===== config.mk =====
export PLATFORM = sky130hd
export DESIGN_NAME = two_bit_mult_arb
export DESIGN_NICKNAME = d
export VERILOG_FILES = /design/src/rtl/two_bit_mult_arb.sv
export SDC_FILE = /design/constraint.sdc
export NUM_CORES = 1
export LEC_CHECK = 0
export BUFFER_PORTS_ARGS = -buffer_cell sky130_fd_sc_hd__buf_2
export CORE_MARGIN = 2
export CORE_UTILIZATION = 48
export DETAILED_ROUTE_END_ITERATION = 10
export GPL_ROUTABILITY_DRIVEN = 0
export PLACE_DENSITY = 0.77
export SETUP_SLACK_MARGIN = 0.15
export SKIP_CTS_REPAIR_TIMING = 1
export SKIP_LAST_GASP = 1
export SLEW_MARGIN = 5
export SYNTH_ARGS = -nofsm -noshare
export SYNTH_HDL_FRONTEND = slang
export SYNTH_SLANG_ARGS = --single-unit

===== constraint.sdc =====
create_clock -name clk -period 2.1 [get_ports clk]
set_input_delay 0.315 -clock clk [delete_from_list [all_inputs] [get_ports clk]]
set_output_delay 0.315 -clock clk [all_outputs]
set_load 0.02 [all_outputs]

===== src/rtl/two_bit_mult_arb.sv =====
// Two-requester front end for a shared 2x2-bit multiplier with a fixed latency.
// One transaction in flight; round-robin priority between requesters on contention.
//
// state | meaning
// IDLE  | arbitrate, accept one request, capture operands and grant id
// ISSUE | one-cycle start pulse to the multiplier
// WAIT  | hold operands for LAT cycles, load result on the last one
// RESP  | present product to the granted requester until it accepts
module two_bit_mult_arb #(
    parameter int LAT = 3
) (
    input  logic       clk,
    input  logic       rst,
    input  logic [1:0] req_valid,
    output logic [1:0] req_ready,
    input  logic [3:0] req_a,
    input  logic [3:0] req_b,
    output logic [1:0] resp_valid,
    input  logic [1:0] resp_ready,
    output logic [3:0] resp_data,
    output logic       mult_func,
    output logic [1:0] mult_in1,
    output logic [1:0] mult_in2,
    input  logic [3:0] mult_out,
    output logic       busy
);

    localparam logic [3:0] LAST_WAIT = 4'(LAT - 1);

    typedef enum logic [1:0] {
        IDLE  = 2'd0,
        ISSUE = 2'd1,
        WAIT  = 2'd2,
        RESP  = 2'd3
    } state_t;

    state_t     state_q, state_d;
    logic       ptr_q, ptr_d;
    logic [3:0] cnt_q, cnt_d;
    logic [1:0] a_q, a_d;
    logic [1:0] b_q, b_d;
    logic       id_q, id_d;
    logic [3:0] res_q, res_d;
    logic       gnt;

    always_ff @(posedge clk) begin
        if (rst) begin
            state_q <= IDLE;
            ptr_q   <= 1'b0;
            cnt_q   <= 4'd0;
            a_q     <= 2'd0;
            b_q     <= 2'd0;
            id_q    <= 1'b0;
            res_q   <= 4'd0;
        end else begin
            state_q <= state_d;
            ptr_q   <= ptr_d;
            cnt_q   <= cnt_d;
            a_q     <= a_d;
            b_q     <= b_d;
            id_q    <= id_d;
            res_q   <= res_d;
        end
    end

    always_comb begin
        state_d    = state_q;
        ptr_d      = ptr_q;
        cnt_d      = cnt_q;
        a_d        = a_q;
        b_d        = b_q;
        id_d       = id_q;
        res_d      = res_q;
        req_ready  = 2'b00;
        resp_valid = 2'b00;
        resp_data  = 4'd0;
        mult_func  = 1'b0;
        mult_in1   = 2'd0;
        mult_in2   = 2'd0;
        // Pointer only matters when both requesters compete.
        gnt        = (req_valid == 2'b11) ? ptr_q : req_valid[1];

        case (state_q)
            IDLE: begin
                if (req_valid != 2'b00) begin
                    req_ready = gnt ? 2'b10 : 2'b01;
                    a_d       = gnt ? req_a[3:2] : req_a[1:0];
                    b_d       = gnt ? req_b[3:2] : req_b[1:0];
                    id_d      = gnt;
                    state_d   = ISSUE;
                end
            end
            ISSUE: begin
                mult_func = 1'b1;
                mult_in1  = a_q;
                mult_in2  = b_q;
                cnt_d     = 4'd0;
                state_d   = WAIT;
            end
            WAIT: begin
                mult_in1 = a_q;
                mult_in2 = b_q;
                if (cnt_q == LAST_WAIT) begin
                    res_d   = mult_out;
                    state_d = RESP;
                end else begin
                    cnt_d = cnt_q + 4'd1;
                end
            end
            RESP: begin
                resp_valid = id_q ? 2'b10 : 2'b01;
                resp_data  = res_q;
                if (resp_ready[id_q]) begin
                    ptr_d   = ~id_q;
                    state_d = IDLE;
                end
            end
            default: state_d = IDLE;
        endcase

        // Outputs are forced quiet for the whole reset interval, including the first cycle.
        if (rst) begin
            req_ready  = 2'b00;
            resp_valid = 2'b00;
            resp_data  = 4'd0;
            mult_func  = 1'b0;
            mult_in1   = 2'd0;
            mult_in2   = 2'd0;
        end
    end

    assign busy = (state_q != IDLE) && !rst;

endmodule

# --- After elaboration in Yosys (flattened, before gate mapping) ---
# Index checks and enable logic that the tools add are counted.
op_classes:
  n_addsub: 1
  order_cmp: 1
  n_eq_ne: 9
  n_mux: 26
  bitwise: 1
  n_reduce_logical: 12
ops:
  columns: ["operator", "count"]
  rows:
  - ["2-to-1 mux 2 bit", 16]
  - ["2-to-1 mux 4 bit", 3]
  - ["!= test 2 bit (second input constant)", 4]
  - ["case mux 2 bit (4 select lines)", 1]
  - ["case mux 4 bit (2 select lines)", 1]
  - ["AND reduction 2 bit", 4]
  - ["== test 2 bit (second input constant)", 3]
  - ["nonzero test 2 bit", 3]
  - ["2-to-1 mux 1 bit", 5]
  - ["adder 4 x 1 -> 4 bit (second input constant)", 1]
  - ["== test 4 x 2 -> 1 bit (second input constant)", 1]
  - ["AND reduction 3 bit", 1]
  - ["== test 2 x 1 -> 1 bit (second input constant)", 1]
  - ["zero test 2 bit", 1]
  - ["< comparator 1 x 2 -> 1 bit (second input constant)", 1]
  - ["OR reduction 2 bit", 1]
  - ["logical AND 1 bit", 1]
  - ["zero test 1 bit", 1]
  - ["inverter 1 bit", 1]
word_totals:
  reg_bits: 16
  in_bits: 18
  output_inout_bits: 14
  word_cells: 57

# --- Depth between registers and ports, before layout ---
logic_depth:
  word_depth: 6
  mapped_depth: 6
  ltp_nobuf: 6

# --- Worst setup path after synthesis ---
# Ideal clock, no wire load.
synth_path:
  path_type: "reg2reg"
  startpoint: "register cnt_q[0]"
  endpoint: "register state_q[0]"
  setup_ns: 0.079
  arrival_ns: 1.535
  required_time_ns: 2.021
  setup_slack_ns: 0.485
  path_stages_with_launch: 7
  path_buffers: 0
  path_cell_list: "dfxtp_1 > inv_1 > ha_1 > or3b_4 > a221oi_4 > nor2_1 > a211oi_2"
synth_between:
  elab_chain_cells: 3
synth_lines:
  columns: ["item", "line", "text"]
  rows:
  - ["start, declared", "39", "logic [3:0] cnt_q, cnt_d;"]
  - ["start signal, assigned", "58", "cnt_q <= cnt_d;"]
  - ["== test 4 x 2 -> 1 bit", "103", "if (cnt_q == LAST_WAIT) begin"]
  - ["!= test 2 bit (no line)", null, null]
  - ["AND reduction 3 bit (no line)", null, null]
  - ["end signal, assigned", "56", "state_q <= state_d;"]
  - ["end, declared", "37", "state_t state_q, state_d;"]
# Every way passes these cells.
# A chain may end at the register's enable or synchronous reset.

# --- Final worst setup path ---
layout_path:
  startpoint: "register state_q[0]"
  endpoint: "output resp_data[0]"
layout_between:
  elab_chain_cells: 3
layout_lines:
  columns: ["item", "line", "text"]
  rows:
  - ["== test 2 bit", "83", "case (state_q)"]
  - ["2-to-1 mux 4 bit", "83", null]
  - ["2-to-1 mux 4 bit", "122", "if (rst) begin"]
  - ["end, declared", "20", "output logic [3:0] resp_data,"]
# Every way passes these cells.

==> run_results.csv <==
group,metric,value,unit
critical_path,crit_required,1.78,ns
critical_path,cp_max_fo,6,
detailed_routing,viasPerCell,5.02,
yosys,synthFlopType,"dfxtp_1",
yosys,synth_top_area_share,34.3,%
final_layout,antenna-diode-count,0,
sta,tns,0,ns
detailed_routing,firstDrtPassIters,3,
final_layout,final_area,1150,µm²
die,dieArea,2320,µm²
pwr,ir_worst_vdd,0.686,mV
yosys,synth_top_family_by_area,"simple AND/OR/NAND/NOR gates",
yosys,synth_cell_types,29,
yosys,synthXorXnorAreaFrac,0,%
die,die_x,48.1,µm
placed_design,io_buffers,31,
pwr,p_total,1.05,mW
placed_design,post-place-ws,0.397,ns
yosys,synthMuxAreaShare,7.50,%
yosys,synthArstFlopShare,0,%
critical_path,worstSetupPathType,"reg -> out",
yosys,ys_ff_latch,16,
global_route,grt_usage,17.1,%
clock_tree,path_clk_slew,0.10,ns
sta,maxSlewHeadroom,75.8,%
sta,skew,0.00137,ns
die,rows,15,
final_layout,syn2layout_area_growth,23.0,%
critical_path,crit_arrival,1.54,ns
sta,fmax,0.540,GHz
sta,final_max_slew_viol_count,0,
yosys,synth_edf_count,0,
clock_tree,cts_tree,"done",
final_layout,fin_cells,164,
sta,setup_slack,0.248,ns
die,die_y,48.1,µm
critical_path,rrSetupSlack,0.38,ns
yosys,yosys.area_share.simple,28.4,%
yosys,ys_seq_area_share,34.3,%
die,coreArea,1780,µm²
detailed_routing,drt_wl_total,1.85,mm
sta,setup_viol,0,
final_layout,layout.nets,166,
yosys,synth_fp_nets,134,
pwr,p_leak,0.559,nW
detailed_routing,ant_nets,0,
die,initial_utilization,52.4,%
global_route,grt_pass1_vias,682,
die,pin_count,32,
flow_run,cap_violations,0,
critical_path,worstRegToRegCells,6,
yosys,synth.cell_area,935,µm²
critical_path,rr_startpoint,"cnt_q[0]",
yosys,yosys-top-cells-area,"dfxtp_1 (34%), ha_1 (11%), mux2i_1 (7.5%), nor2_1 (6.4%), and2_1 (6.0%)",
pwr,cellPowerDensity,913,nW/µm²
sta,fin_hold_ws,0.243,ns
global_route,antenna_found_initial,0,
sta,worst_slew_pin_slew,0.361,ns
yosys,synth_top_cell_by_area,"dfxtp_1",
yosys,yosysWarnings,0,
detailed_routing,drt_iter0_drc,5,
worst_hold_path,whs_path_depth,3,
sta,period_needed,1.85,ns
placed_design,placed_area,1110,µm²
global_route,globalRouteOverflowTotal,0,
detailed_routing,wl_per_cell,11.3,µm
yosys,syn_area_per_cell,8.65,µm²
critical_path,timing.rr.end,"state_q[0]",
final_layout,drive_gt1_share,30.9,%
sta,rsz0062_at_grt,"false",
yosys,yosys.area_share.adder,10.7,%
placed_design,dp_hpwl,1.43,mm
placed_design,placedCellCount,160,
clock_tree,ctsHtreeMaxLevel,1,
global_route,grt_max_degree,20,
clock_tree,clock_latency,0.28,ns
worst_hold_path,hp-start,"req_a[2]",
sta,finalHoldViolCount,0,
clock_tree,cts_sinks,16,
critical_path,end_kind,"output pin",
worst_hold_path,hold_end,"a_q[0]",
final_layout,fin_util,64.5,%
yosys,synth_compound_area_share,16.3,%
yosys,synth_cells,108,
clock_tree,root_buffer,"clkbuf_4",
yosys,synth_common_cells,"dfxtp_1 (16), nor2_1 (16), nand2_1 (10)",
clock_tree,cts_inserted_buffers,3,
detailed_routing,drc,0,
critical_path,worst_setup_path_start_kind,"flip-flop",
global_route,grt_pass1_wl,2.75,mm
detailed_routing,via_count,823,
clock_tree,clock_path_buffers,2,
run_status,outcome,"complete, no violations",
worst_hold_path,hp-class,"in -> reg",
sta,finalCritPeriodShare,88.2,%
-- registers in the layout, indices dropped and copies added, names as in the netlist --
name,count
state_q,2
res_q,4
ptr_q,1
cnt_q,4
id_q,1
b_q,2
a_q,2
-- worst max path at each step --
| stage | cells after the start | slack [ns] | endpoint | from |
|---|---|---|---|---|
| global route | 4 | 0.15 | req_ready[1] | state_q[0] |
| detailed placement | 6 | 0.40 | state_q[0] | cnt_q[0] |
| finish | 4 | 0.25 | resp_data[0] | state_q[0] |
| floorplan | 6 | 0.49 | state_q[0] | cnt_q[0] |
| global placement | 6 | 0.45 | state_q[0] | cnt_q[0] |
| CTS | 5 | 0.12 | mult_in2[0] | state_q[0] |
-- metal layers --
metal	GRT usage, %	routed length [µm]	up-vias
met4	6.49	9	0
met5	0	0	-
li1	-	-	431
met1	22.3	897	371
met3	4.81	76	2
met2	26.7	867	19
-- power by group --
group          internal [mW]  switching [mW]
registers              0.359          0.0388
logic                  0.199           0.247
clock network          0.105           0.101
total                  0.664           0.387
-- cell families (layout without fill, tap and decap cells) --
logic type | after synthesis | after routing
compound gates | 19 | 19
flops | 16 | 16
simple gates | 51 | 51
fa+ha+maj | 8 | 8
buf+inv | 7 | 38
mux | 7 | 7
-- area by class of cell --
type	count	area, µm²
Timing Repair Buffer	31	155
Clock buffer	4	36.3
Sequential cell	16	323
Multi-Input combinational cell	85	593
Inverter	3	11.3
Tap cell	25	31.3
Fill cell	163	633
-- worst max-delay path: stages, from the launching register on --
cell     delay [ns]
dfxtp_2        0.37
ha_1           0.28
nor2b_2        0.27
and2_1         0.16
buf_2          0.17
-- cells in the final DEF, fill, tap and decap left out --
cell type	Yosys	final
nand3_1	2	2
nor2_1	16	16
nand2_1	10	10
a31o_2	1	1
and3_1	1	1
inv_1	3	3
a32o_1	1	1
a221oi_4	1	1
a21boi_0	1	1
dfxtp_2	0	2
and2_1	9	9
a22oi_1	3	3
o31ai_1	1	1
nand3b_1	1	1
clkbuf_4	0	3
o21a_1	1	1
nor2b_2	0	2
o21ai_0	2	2
a31oi_1	2	2
nor2b_1	7	5
ha_1	8	8
clkbuf_8	0	1
a21o_1	1	1
buf_2	0	31
mux2i_1	7	7
a211oi_2	1	1
or3b_4	1	1
a21oi_1	4	4
and4b_1	1	1
dfxtp_1	16	14
and3b_1	1	1
nor3b_1	1	1
nand2b_1	1	1
Note: power is estimated with default switching activity, not from simulation.
